`src/rtl/contador_modular_if.sv`:
```
// contador_modular_if: control and status bundle of contador_modular.
interface contador_modular_if #(
    parameter int BITS = 4
);
    logic Enable, Up, Sat, Load;
    logic [BITS-1:0] Din, count;
    logic carry, tc, ovf;
    modport master (output Enable, Up, Sat, Load, Din, input count, carry, tc, ovf);
    modport slave (input Enable, Up, Sat, Load, Din, output count, carry, tc, ovf);
endinterface

```
`src/rtl/contador_modular.sv`:
```
// contador_modular: modulo-MODULO up/down counter with load clamp, wrap/saturate, carry, tc and sticky ovf.
// Defining CONTADOR_PRESCALER_EN makes only every PRESCALE-th enabled edge a count step.
module contador_modular #(
    parameter int BITS     = 4,
    parameter int MODULO   = 10,
    parameter int PRESCALE = 1
) (
    input logic NEclk,
    input logic Nreset,
    contador_modular_if.slave bus
);
    localparam logic [BITS-1:0] TOP = BITS'(MODULO - 1);
    logic [BITS-1:0] count, nxt;
    logic tc, ovf, tick, step, at_bound;
`ifdef CONTADOR_PRESCALER_EN
    localparam int PW = PRESCALE > 1 ? $clog2(PRESCALE) : 1;
    logic [PW-1:0] pre;
    assign tick = bus.Enable & (pre == PW'(PRESCALE - 1));
    always_ff @(negedge NEclk) begin
        if (!Nreset || bus.Load) pre <= '0;
        else if (bus.Enable) pre <= tick ? '0 : pre + PW'(1);
    end
`else
    // Without a prescaler every enabled edge steps; a non-positive PRESCALE is illegal and stalls.
    assign tick = PRESCALE >= 1;
`endif
    assign step = bus.Enable & tick;
    assign at_bound = bus.Up ? count == TOP : count == '0;
    assign nxt = at_bound ? (bus.Sat ? count : (bus.Up ? '0 : TOP))
                          : (bus.Up ? count + BITS'(1) : count - BITS'(1));
    always_ff @(negedge NEclk) begin
        if (!Nreset) begin
            count <= '0;
            tc <= 1'b0;
            ovf <= 1'b0;
        end else if (bus.Load) begin
            count <= bus.Din > TOP ? TOP : bus.Din;
            tc <= 1'b0;
            ovf <= 1'b0;
        end else begin
            tc <= step & at_bound;
            if (step) count <= nxt;
            if (step & at_bound & ~bus.Sat) ovf <= 1'b1;
        end
    end
    assign bus.count = count;
    assign bus.carry = step & at_bound;
    assign bus.tc = tc;
    assign bus.ovf = ovf;
endmodule

```
`src/flat_wrapper.sv`:
```
// flat-port wrapper written by rule: the top's interface ports become plain ports
module contador_modular_flat 
#(
    parameter int BITS     = 4,
    parameter int MODULO   = 10,
    parameter int PRESCALE = 1
)
  (NEclk, Nreset, bus_Enable, bus_Up, bus_Sat, bus_Load, bus_Din, bus_count, bus_carry, bus_tc, bus_ovf);
  contador_modular_if #(.BITS(BITS)) bus_i ();
  input logic NEclk;
  input logic Nreset;
  input wire logic [$bits(bus_i.Enable)-1:0] bus_Enable;
  input wire logic [$bits(bus_i.Up)-1:0] bus_Up;
  input wire logic [$bits(bus_i.Sat)-1:0] bus_Sat;
  input wire logic [$bits(bus_i.Load)-1:0] bus_Load;
  input wire logic [$bits(bus_i.Din)-1:0] bus_Din;
  output wire logic [$bits(bus_i.count)-1:0] bus_count;
  output wire logic [$bits(bus_i.carry)-1:0] bus_carry;
  output wire logic [$bits(bus_i.tc)-1:0] bus_tc;
  output wire logic [$bits(bus_i.ovf)-1:0] bus_ovf;
  assign bus_i.Enable = bus_Enable;
  assign bus_i.Up = bus_Up;
  assign bus_i.Sat = bus_Sat;
  assign bus_i.Load = bus_Load;
  assign bus_i.Din = bus_Din;
  assign bus_count = bus_i.count;
  assign bus_carry = bus_i.carry;
  assign bus_tc = bus_i.tc;
  assign bus_ovf = bus_i.ovf;
  contador_modular #(.BITS(BITS), .MODULO(MODULO), .PRESCALE(PRESCALE)) u_core (.NEclk(NEclk), .Nreset(Nreset), .bus(bus_i));
endmodule
```
`config.mk`:
```
export PLATFORM = sky130hd
export DESIGN_NAME = contador_modular_flat
export DESIGN_NICKNAME = d
export VERILOG_FILES = /design/src/rtl/contador_modular_if.sv /design/src/rtl/contador_modular.sv /design/src/flat_wrapper.sv
export SDC_FILE = /design/constraint.sdc
export NUM_CORES = 1
export LEC_CHECK = 0
export CELL_PAD_IN_SITES_DETAIL_PLACEMENT = 2
export CELL_PAD_IN_SITES_GLOBAL_PLACEMENT = 2
export CORE_MARGIN = 8
export CORE_UTILIZATION = 21
export CTS_CLUSTER_SIZE = 14
export DETAILED_ROUTE_END_ITERATION = 8
export MAX_ROUTING_LAYER = met4
export PLACE_DENSITY = 0.67
export SLEW_MARGIN = 25
export SYNTH_ARGS = -nofsm -noshare
export SYNTH_HDL_FRONTEND = slang
export SYNTH_SLANG_ARGS = --single-unit
```
`constraint.sdc`:
```
create_clock -name NEclk -period 1.7 [get_ports NEclk]
set_input_delay 0.51 -clock NEclk [delete_from_list [all_inputs] [get_ports NEclk]]
set_output_delay 0.51 -clock NEclk [all_outputs]
set_load 0.1 [all_outputs]
```
# After elaboration in Yosys (flattened, before gate mapping)
# Cells that the tools add are included.
dict set report classes {
  add_sub_neg 2
  n_lt_le_gt_ge 1
  n_eq_ne 2
  muxes 8
  n_bitwise 4
  n_reduce_logical 4
}
# op count
set ops {}
lappend ops {{two-way mux 4 bit} 7}
lappend ops {{adder 4 x 1 -> 4 bit (second input constant)} 1}
lappend ops {{== test 4 bit (second input constant)} 1}
lappend ops {{greater-than comparator 4 bit (second input constant)} 1}
lappend ops {{zero test 4 bit} 1}
lappend ops {{subtractor 4 x 1 -> 4 bit (second input constant)} 1}
lappend ops {{!= test 3 bit (second input constant)} 1}
lappend ops {{bitwise AND 1 bit} 2}
lappend ops {{NOT 1 bit} 2}
lappend ops {{AND reduction 2 bit} 1}
lappend ops {{nonzero test 2 bit} 1}
lappend ops {{OR reduction 2 bit} 1}
lappend ops {{two-way mux 1 bit} 1}
dict set report totals {
  regBits 6
  input_bits 10
  out_inout_bits 7
  word_cells 24
}

# Logic depth before layout (Yosys ltp)
dict set report logic_depth {
  depth_word 5
  mapped_depth 7
  ltp_nobuf 7
}

==> flow_summary.ini <==
[status]
outcome = finished, violations left
failing_checks = negative setup slack

[power]
power_density_mw_per_mm2 = 696
netSwitchingFraction_pct = 42.0
static-leakage-power_nw = 0.540
cell_internal_pwr_uw = 460
power_switching_uw = 332
ir_worst_vdd_v = 0.000456
sequentialPowerShare_pct = 19.7
power.share.clock_pct = 25.9
comb_power_share_pct = 54.4
design_power_total_uw = 792

[worst_setup_path]
origin_of_the_critical_flop_to_flop_path = u_core.bus.count[0]$_SDFFE_NN0P_
critical_path.endpoint_type = output port
worst-endpoint-required_ns = 1.19
crit_path_start_kind = register
crit_path_max_fanout = 2
cp_data_arrival_time_ns = 2.62
criticalPathCategory = reg -> out
worst_setup_path_startpoint = u_core.bus.count[0]$_SDFFE_NN0P_

[grt]
overflow = 0
overall_routing_resource_usage_pct = 11.4
number_of_global_route_vias_before_repair = 741
initial_antenna_violation_count = 0
largest_net_degree_at_the_start_of_global_routing = 10
grt_first_pass_wirelength_mm = 3.62

[timing]
finalWorstSetupSlack_ns = -1.43
setup_viol = 13
setup-tns-final_ns = -9.89
finClkSkew_ns = 0.0268
timing.final.hold_violations = 0
tightestPinTransition_ns = 0.341
finalMaxSlewViolations = 0
slew_headroom_pct = 77.0
unrepaired_setup_endpoints_after_global_routing = true

[yosys]
ys_types = 29
sequential_share_of_the_synthesized_area_pct = 24.7
synth_cells = 56
synthesis.nets = 69
synth-edff-count = 0
yosys_warnings = 0
mappedNetlistArea_um2 = 485
post_synth.cell_area_avg_um2 = 8.67
synth_async_sr_flop_share_pct = 0
synth_top_flop_cell = dfxtp_1
synth-seq-cells = 6

[run]
count_of_maximum_capacitance_violations = 0

[cells_and_area]
diodes = 0
synthToLayoutAreaGrowth_pct = 134
num-fill-cells = 228
design.final.nets = 121
drive_gt1_share_pct = 59.4

[clocking]
clk_pin_slew_ns = 0.05
tritoncts = built
htree_num_levels = 1
cts_made_buffers = 3
cts_root_buffer = clkbuf_4
clock_tree.buffer_depth = 2
clock_latency_ns = 0.32
hold_buffers = 0
clock_sinks = 6

[drt]
avgRoutedWirePerCell_um = 17.6
post-route-drc-count = 0
drtPass1Iterations = 4
routed_vias = 601
final_antenna_net_count = 0
wl_mm = 2.35
drt-vias-per-instance = 4.49
drt_iter0_drc = 14

[die]
design.core.area_mm2 = 0.00219
initial_core_util_pct = 22.2
dieWidth_um = 64.1
top_level_ports = 17
rows = 17
fp.dieArea_mm2 = 0.00411
die_height_um = 64.1

[hold_path]
worstHoldPathType = reg -> reg
hold_path_startpoint = u_core.bus.ovf$_SDFFE_NP0P_

[placement]
portBuffers = 16
dpl_wire_length_mm = 1.51
routabilityCongestion = 0.756
-- critical path: stages (launching register included) --
cell,delay [ns]
dfxtp_4,0.33
or3_4,0.37
a21boi_4,0.16
buf_6,0.12
buf_6,0.09
nand2_4,0.04
buf_6,0.11
clkinvlp_4,0.07
buf_12,0.16
-- cell usage after synthesis, types with 2 or more instances --
cell	instances	area share [%]
nor2_1	3	2.3
ha_1	2	5.2
inv_1	7	5.4
nand2_1	4	3.1
a21oi_1	2	2.1
nand3_1	2	2.1
o311ai_2	2	6.7
o21ai_0	5	5.2
dfxtp_1	6	25
and3_2	2	3.1
mux2i_1	2	4.1
xor2_1	2	3.6
-- state kept, by name, summed over array words and instances (netlist names) --
| signal | count |
|---|---|
| u_core.bus.ovf | 1 |
| u_core.bus.tc | 1 |
| u_core.bus.count | 4 |
-- layout by cell type, fill, tap and decap left out, types with 2 or more instances in the layout --
cell	Yosys	final
nand2_1	4	3
nor2_1	3	2
xor2_1	2	2
buf_6	0	12
o21ai_0	5	4
buf_4	0	16
dfxtp_4	0	6
clkbuf_4	0	3
and3_2	2	2
buf_12	0	7
inv_1	7	10
clkdlybuf4s50_1	0	8
a21boi_4	1	2
mux2i_1	2	2
-- power by group through the flow --
stage                     sequential (mW)  clock [mW]  combinational (mW)
final                               0.156       0.205               0.431
after CTS                           0.156       0.204               0.401
after floorplan                     0.236      0.0252               0.110
after detailed placement            0.157      0.0252               0.347
after global routing                0.157       0.227               0.454
after global placement              0.156      0.0252               0.335
-- layout make-up --
| cell class | count | area, um^2 | area share [%] |
|---|---|---|---|
| Clock buffer | 3 | 22.5 | 1.98 |
| Clock inverter | 6 | 22.5 | 1.98 |
| Inverter | 6 | 38.8 | 3.41 |
| Multi-Input combinational cell | 42 | 400 | 35.2 |
| Sequential cell | 6 | 143 | 12.5 |
| Tap cell | 28 | 35.0 | 3.08 |
| Timing Repair Buffer | 43 | 475 | 41.8 |
-- through the flow --
step | area, um^2 | worst slack (ns) | util (%) | hold slack, ns | cells
after floorplan | 548 | -1.12 | - | 0.675 | 56
after global placement | 928 | -1.47 | 42.4 | 0.477 | 115
after detailed placement | 928 | -1.55 | 42.4 | 0.485 | 115
after CTS | 1080 | -1.45 | 49.3 | 0.505 | 130
after global routing | 1140 | -1.47 | 51.9 | 0.493 | 134
final | 1140 | -1.43 | 51.9 | 0.494 | 134
-- cells by family after synthesis --
group | share of synthesized area [%]
buffers and inverters | 6.44
XOR/XNOR | 5.41
adder cells (fa/ha/maj) | 9.28
AND/OR/NAND/NOR | 22.4
multiplexers | 6.44
flip-flops | 24.7
AO/OA/AOI/OAI | 25.3
-- routing by layer --
metal  up-vias  share of wire (%)  global-route usage [%]
li1        299                  -                       -
met1       288                 45                    12.3
met2        12                 53                    20.5
met3         2                1.0                    1.22
met4         0                1.2                    5.29
met5         -                  0                       -
-- worst paths after layout --
kind,to,slack [ns],depth (start not counted)
hold reg to reg,u_core.bus.ovf$_SDFFE_NP0P_,0.49,1
setup reg to reg,u_core.bus.count[2]$_SDFFE_NN0P_,-0.53,10
setup / recovery,bus_carry,-1.43,8
hold / removal,u_core.bus.ovf$_SDFFE_NP0P_,0.49,1
-- what timing repair did --
action	4_1_cts	5_1_grt
gates resized for setup	20	9
buffers inserted	7	8
setup endpoints to repair	13	13
pin swaps	10	15
Power figures use the tool's default switching activity.
